## config.mk

```make
export PLATFORM = sky130hd
export DESIGN_NAME = manual_drive_flat
export DESIGN_NICKNAME = d
export VERILOG_FILES = /design/src/rtl/manual_drive_if.sv /design/src/rtl/manual_drive.sv /design/src/flat_wrapper.sv
export SDC_FILE = /design/constraint.sdc
export NUM_CORES = 1
export LEC_CHECK = 0
export ABC_AREA = 1
export CORE_AREA = 2 2 39 41
export DETAILED_ROUTE_END_ITERATION = 12
export DIE_AREA = 0 0 41 43
export GPL_TIMING_DRIVEN = 0
export PLACE_DENSITY = 0.56
export SLEW_MARGIN = 20
export SYNTH_ARGS = -nofsm -noshare
export SYNTH_HDL_FRONTEND = slang
export SYNTH_SLANG_ARGS = --single-unit
```

## constraint.sdc

```tcl
create_clock -name clk -period 1.4 [get_ports clk]
set_input_delay 0.21 -clock clk [delete_from_list [all_inputs] [get_ports clk]]
set_output_delay 0.21 -clock clk [all_outputs]
set_load 0.05 [all_outputs]
```

## src/rtl/manual_drive_if.sv

```systemverilog
// Driver-side bundle for the manual driving controller: pedal/gear/button
// inputs toward the controller and the state and command outputs back.
interface manual_drive_if;
    logic       manual_enable;
    logic       clutch;
    logic       throttle;
    logic       brake;
    logic       bu_left;
    logic       bu_right;
    logic       reverse;
    logic [1:0] state;
    logic [1:0] next_state;
    logic       turn_left_signal;
    logic       turn_right_signal;
    logic       move_backward_signal;
    logic       move_forward_signal;

    modport master (
        output manual_enable, clutch, throttle, brake, bu_left, bu_right, reverse,
        input  state, next_state, turn_left_signal, turn_right_signal,
               move_backward_signal, move_forward_signal
    );

    modport slave (
        input  manual_enable, clutch, throttle, brake, bu_left, bu_right, reverse,
        output state, next_state, turn_left_signal, turn_right_signal,
               move_backward_signal, move_forward_signal
    );
endinterface

```

## src/rtl/manual_drive.sv

```systemverilog
// Manual-transmission vehicle FSM (not-started / started / moving) with
// direction latch and turn decode. Optional gearbox stall: MANUAL_REVERSE_STALL_EN.
module manual_drive (
    input  logic           clk,
    input  logic           rst,
    manual_drive_if.slave  bus_io
);
    typedef enum logic [1:0] {
        ST_NS = 2'b00,
        ST_S  = 2'b01,
        ST_M  = 2'b10
    } state_t;

    state_t state_q;
    state_t state_d;
    logic   dir_q;
    logic   turn_left_q;
    logic   turn_right_q;
    logic   turn_left_d;
    logic   turn_right_d;

    always_comb begin
        state_d = ST_NS;
        if (bus_io.manual_enable) begin
            case (state_q)
                ST_NS: begin
                    if (bus_io.throttle && bus_io.clutch && !bus_io.brake)
                        state_d = ST_S;
                    else
                        state_d = ST_NS;
                end
                ST_S: begin
                    if (bus_io.brake)
                        state_d = ST_NS;
                    else if (bus_io.throttle && !bus_io.clutch)
                        state_d = ST_M;
                    else
                        state_d = ST_S;
                end
                ST_M: begin
                    // Clutch always wins; throttle release alone keeps us moving.
                    if (bus_io.clutch)
                        state_d = ST_S;
`ifdef MANUAL_REVERSE_STALL_EN
                    else if (bus_io.reverse != dir_q)
                        state_d = ST_NS;
`endif
                    else if (bus_io.brake)
                        state_d = ST_NS;
                    else
                        state_d = ST_M;
                end
                default: state_d = ST_NS;
            endcase
        end
    end

    always_comb begin
        turn_left_d  = bus_io.manual_enable && (state_q != ST_NS)
                       && bus_io.bu_left && !bus_io.bu_right;
        turn_right_d = bus_io.manual_enable && (state_q != ST_NS)
                       && bus_io.bu_right && !bus_io.bu_left;
    end

    always_ff @(posedge clk or posedge rst) begin
        if (rst) begin
            state_q      <= ST_NS;
            dir_q        <= 1'b0;
            turn_left_q  <= 1'b0;
            turn_right_q <= 1'b0;
        end else begin
            state_q      <= state_d;
            turn_left_q  <= turn_left_d;
            turn_right_q <= turn_right_d;
            // Direction is sampled only when the car starts moving.
            if (state_q == ST_S && state_d == ST_M)
                dir_q <= bus_io.reverse;
        end
    end

    assign bus_io.state                = state_q;
    assign bus_io.next_state           = state_d;
    assign bus_io.turn_left_signal     = turn_left_q;
    assign bus_io.turn_right_signal    = turn_right_q;
    assign bus_io.move_forward_signal  = (state_q == ST_M) && !dir_q;
    assign bus_io.move_backward_signal = (state_q == ST_M) && dir_q;
endmodule

```

## src/flat_wrapper.sv

```systemverilog
// flat-port wrapper written by rule: the top's interface ports become plain ports
module manual_drive_flat 
  (clk, rst, bus_io_manual_enable, bus_io_clutch, bus_io_throttle, bus_io_brake, bus_io_bu_left, bus_io_bu_right, bus_io_reverse, bus_io_state, bus_io_next_state, bus_io_turn_left_signal, bus_io_turn_right_signal, bus_io_move_backward_signal, bus_io_move_forward_signal);
  manual_drive_if bus_io_i ();
  input  logic clk;
  input  logic rst;
  input wire logic [$bits(bus_io_i.manual_enable)-1:0] bus_io_manual_enable;
  input wire logic [$bits(bus_io_i.clutch)-1:0] bus_io_clutch;
  input wire logic [$bits(bus_io_i.throttle)-1:0] bus_io_throttle;
  input wire logic [$bits(bus_io_i.brake)-1:0] bus_io_brake;
  input wire logic [$bits(bus_io_i.bu_left)-1:0] bus_io_bu_left;
  input wire logic [$bits(bus_io_i.bu_right)-1:0] bus_io_bu_right;
  input wire logic [$bits(bus_io_i.reverse)-1:0] bus_io_reverse;
  output wire logic [$bits(bus_io_i.state)-1:0] bus_io_state;
  output wire logic [$bits(bus_io_i.next_state)-1:0] bus_io_next_state;
  output wire logic [$bits(bus_io_i.turn_left_signal)-1:0] bus_io_turn_left_signal;
  output wire logic [$bits(bus_io_i.turn_right_signal)-1:0] bus_io_turn_right_signal;
  output wire logic [$bits(bus_io_i.move_backward_signal)-1:0] bus_io_move_backward_signal;
  output wire logic [$bits(bus_io_i.move_forward_signal)-1:0] bus_io_move_forward_signal;
  assign bus_io_i.manual_enable = bus_io_manual_enable;
  assign bus_io_i.clutch = bus_io_clutch;
  assign bus_io_i.throttle = bus_io_throttle;
  assign bus_io_i.brake = bus_io_brake;
  assign bus_io_i.bu_left = bus_io_bu_left;
  assign bus_io_i.bu_right = bus_io_bu_right;
  assign bus_io_i.reverse = bus_io_reverse;
  assign bus_io_state = bus_io_i.state;
  assign bus_io_next_state = bus_io_i.next_state;
  assign bus_io_turn_left_signal = bus_io_i.turn_left_signal;
  assign bus_io_turn_right_signal = bus_io_i.turn_right_signal;
  assign bus_io_move_backward_signal = bus_io_i.move_backward_signal;
  assign bus_io_move_forward_signal = bus_io_i.move_forward_signal;
  manual_drive u_core (.clk(clk), .rst(rst), .bus_io(bus_io_i));
endmodule
```

---- Yosys cells after proc, flatten, opt, wreduce, memory -nomap -nowiden ----
Index checks and enable logic that the tools add are counted.
storage, ports and cells
  register bits after elaboration ......... 5
  bits of input ports ..................... 9
  output and inout bits ................... 8
  word-level logic and storage cells ...... 32
operators by class
  eq/ne operators ......................... 3
  multiplexer cells ....................... 7
  reduce and logical (&&, ||, !) cells .... 18
operators with widths
  operator            number
  $logic_and 1x1->1   11
  $mux 2              5
  $pmux 2 s3          1
  $logic_not 1->1     5
  $eq 2x2->1 const B  2
  $eq 2x1->1 const B  1
  $logic_not 2->1     1
  $reduce_bool 2->1   1
  $mux 1              1

---- Longest topological paths before layout ----
  depth in word-level cells ............... 8
  mapped depth ............................ 6
  mapped depth without buffers ............ 6

---- Least setup slack after synthesis ----
Ideal clock, no wire load.
  path kind ............................... reg2out
  start point ............................. register u_core.state_q[0] (netlist: u_core.bus_io.state[0])
  end point ............................... output bus_io_next_state[1]
  arrival time ............................ 1.625 ns
  setup slack ............................. -0.435 ns
  cell stages (with the launch flop) ...... 5
  buffers on the path ..................... 0
  cell sequence ........................... dfrtp_1 -> nand2_1 -> nor2_2 -> a21oi_1 -> nor2_1
on the way
  longest elaborated chain between the ends .. 3
  elaborated cells between the ends (all ways) .. 5
ends and longest elaborated chain
  what                                      RTL line            text
  from (decl)                               manual_drive.sv:14  state_t state_q;
  from (signal assigned)                    manual_drive.sv:72  state_q <= state_d;
  $eq 2x2->1, or another cell as far along  manual_drive.sv:25  case (state_q)
  $pmux 2 s3 *                              manual_drive.sv:25
  $mux 2 *                                  manual_drive.sv:24  if (bus_io.manual_enable) begin
  to (decl)                                 flat_wrapper.sv:15  output wire logic [$bits(bus_io_i.next_state)-1:0] bus_io_next_state;
Mark *: on every way between the ends. The rest lies on a longest branch, timed or not.

---- Worst setup path in the final report ----
  start point ............................. register u_core.state_q[1] (netlist: u_core.bus_io.state[1])
  end point ............................... output bus_io_next_state[0]
The elaborated chain is that of the path after synthesis.

==> out/metrics.cfg <==
[run_status]
outcome = complete, but fails checks
failed_checks = setup timing

[critical_path]
crit_required_ns = 1.19
reg2reg_depth = 4
cp.arrival_ns = 1.23
worstReg2RegEnd = u_core.bus_io.state[1]
r2r-start = u_core.bus_io.state[0]
crit_path_start_kind = register
end_kind = primary output
cp_max_fo = 7
rrSetupSlack_ns = 0.45
worst-setup-path-type = register to primary output

[timing]
max-slew-margin-rel_pct = 67.84
fin_setup_tns_ns = -0.06666
max_freq_ghz = 0.6956
worst_pin_slew_ns = 0.4843
fin_crit_sh_pct = 102.7
fin_ws_ns = -0.03770
finalMaxSlewViolations = 0
rsz0062_at_grt = true
hold_viol = 0
finalSetupViolCount = 2
worst_clock_skew_ns = 0.005760
layout_min_cycle_time_ns = 1.438
fin_hold_ws_ns = 0.1622

[global_route]
antenna_found_initial = 0
grt_pass1_wl_um = 1069
grt-ovfl-total = 0
grt_max_degree = 8
track_usage_pct = 9.677
grt_pass1_vias = 278

[clock_network]
cts_tree = built
cts_sinks = 5
clockBufferDepth = 2
cts_made_buffers = 3
clk-insertion-delay-late_ns = 0.24
cts_root_buf = clkbuf_4
cts.clk_slew.worst_paths_ns = 0.05
hold_buffers = 0
cts_htree_levels = 1

[logic_synthesis]
seq_area_frac_synth_pct = 46.73
syn_area_per_cell_um2 = 7.237
syn_inst = 37
syn_nets = 46
ys_types = 10
syn_area_um2 = 267.8
synth-seq-cells = 5
yosysWarnings = 0

[floorplanning]
die_height_um = 43
row_count = 14
die_w_um = 41
design.die.area_um2 = 1763
io_pins = 17
coreArea_um2 = 1384
start_util_pct = 19.35

[drt]
drt_iter0_drc = 2
routed_wl_um = 660
via_per_inst = 3.921
ant_nets = 0
first_pass_iters = 2
drc = 0
vias = 298
detail_route.wl_per_cell_um = 8.684

[place]
dp.cells = 69
dp_hpwl_um = 480.7
gp_congestion = 0.7484
port_buffers = 16
dpl-instance-area_um2 = 480.5
place_ws_ns = -0.7229

[pwr]
netSwitchingFraction_pct = 27.01
p_switching_w = 0.0001089
leakage_nw = 0.2794
pwr-share-seq_pct = 39.2
vdd_drop_max_mv = 0.3273
pwr-share-comb_pct = 19.9
power_density_nw_per_um2 = 722.5
power.internal_w = 0.0002943
power_frac_clock_pct = 40.9

[finish]
register_area_um2 = 127.6
area_growth_pct = 108.4
nFillCells = 143
multiInputGateArea_um2 = 153.9
finalInstanceArea_um2 = 558.0
n_antenna_cell = 0
final_nets = 70
stdcell_count = 76
drive_gt1_share_pct = 41.67

[run]
max_cap_viol_count = 0

[hold_path]
hp-class = primary input to async pin

-- power by group through the flow --
stage / clock network [W] / registers, W / logic [W]
detailed placement: 0 / 0.000160 / 0.0000765
global route: 0.000190 / 0.000159 / 0.0000872
CTS: 0.000176 / 0.000158 / 0.0000761
finish: 0.000165 / 0.000158 / 0.0000801
floorplan: 0 / 0.000166 / 0.0000332
global placement: 0 / 0.000160 / 0.0000761
-- placed cells by master, fill, tap and decap left out, types with 2 or more instances in the layout --
master / count
clkdlybuf4s50_1: 4
nand3_2: 2
dlymetal6s2s_1: 2
dlygate4sd2_1: 4
nor2_4: 3
clkbuf_4: 3
dfrtp_1: 3
dfrtp_2: 2
inv_1: 8
buf_8: 2
buf_4: 3
buf_6: 2
nand2_1: 8
nor2_2: 3
-- layout make-up --
type                    instances  share of cell area, %
well taps                      16                  3.587
flip-flops and latches          5                  22.87
clock buffers                   4                  4.709
multi-input cells              23                  27.58
repair buffers                 19                  35.20
inverters                       9                  6.054
-- flip-flops by register name (all words and copies together), names as in the netlist --
| signal | flops |
|---|---|
| u_core.bus_io.turn_left_signal | 1 |
| u_core.bus_io.state | 2 |
| u_core.bus_io.turn_right_signal | 1 |
| u_core.dir_q | 1 |
-- synth_stat cells --
cell / number / share of area, %
a21oi_1: 1 / 1.9
a21oi_2: 1 / 3.3
dfrtp_1: 5 / 47
inv_1: 9 / 13
nand2_1: 9 / 13
nand3_1: 3 / 5.6
nor2_1: 5 / 7.0
nor2_2: 2 / 4.7
nor3_2: 1 / 3.7
o21ai_1: 1 / 1.9
-- worst max-delay path by stage --
stage,startpoint,to,slack [ns],depth (start not counted)
final,u_core.bus_io.state[1],bus_io_next_state[0],-0.04,4
after global routing,u_core.bus_io.state[1],bus_io_next_state[0],-0.12,4
after CTS,bus_io_clutch,bus_io_next_state[0],-0.1,6
after detailed placement,bus_io_manual_enable,bus_io_next_state[1],-0.72,6
after global placement,bus_io_manual_enable,bus_io_next_state[1],-0.71,6
after floorplan,u_core.bus_io.state[0],bus_io_next_state[0],0.02,4
-- repair_timing --
item | 4_1_cts | 5_1_grt
pin swaps | 1 | 2
setup buffers | 1 | 2
endpoints found under the hold margin | 0 | 0
resized for setup | 37 | 9
endpoints found under the setup margin | 8 | 3
-- metal layers --
| metal | GRT usage (%) | share of wire, % | vias up |
|---|---|---|---|
| met3 | 4.712 | 6.1 | 0 |
| met2 | 11.56 | 52 | 10 |
| met5 | 0 | 0 | - |
| li1 | - | - | 154 |
| met1 | 11.40 | 42 | 134 |
| met4 | 10.00 | 0 | 0 |
-- cell families after synthesis --
family                 synth area share (%)
and+or+nand+nor                       33.64
DFF                                   46.73
AOI/OAI and AO/OA                     7.006
buffers and inverters                 12.62
-- through the flow --
step | util, % | total power [W]
after floorplan | - | 0.0001993
after global placement | 34.72 | 0.0002361
after detailed placement | 34.72 | 0.0002368
after CTS | 37.07 | 0.0004100
after global routing | 40.33 | 0.0004362
final | 40.33 | 0.0004032
-- critical path, stage by stage, from the launching register on --
cell     delay, ns
dfrtp_2       0.46
nor2_2        0.11
nand3_2       0.10
a21oi_4       0.15
buf_6         0.17
(Power assumes the default switching activity.)
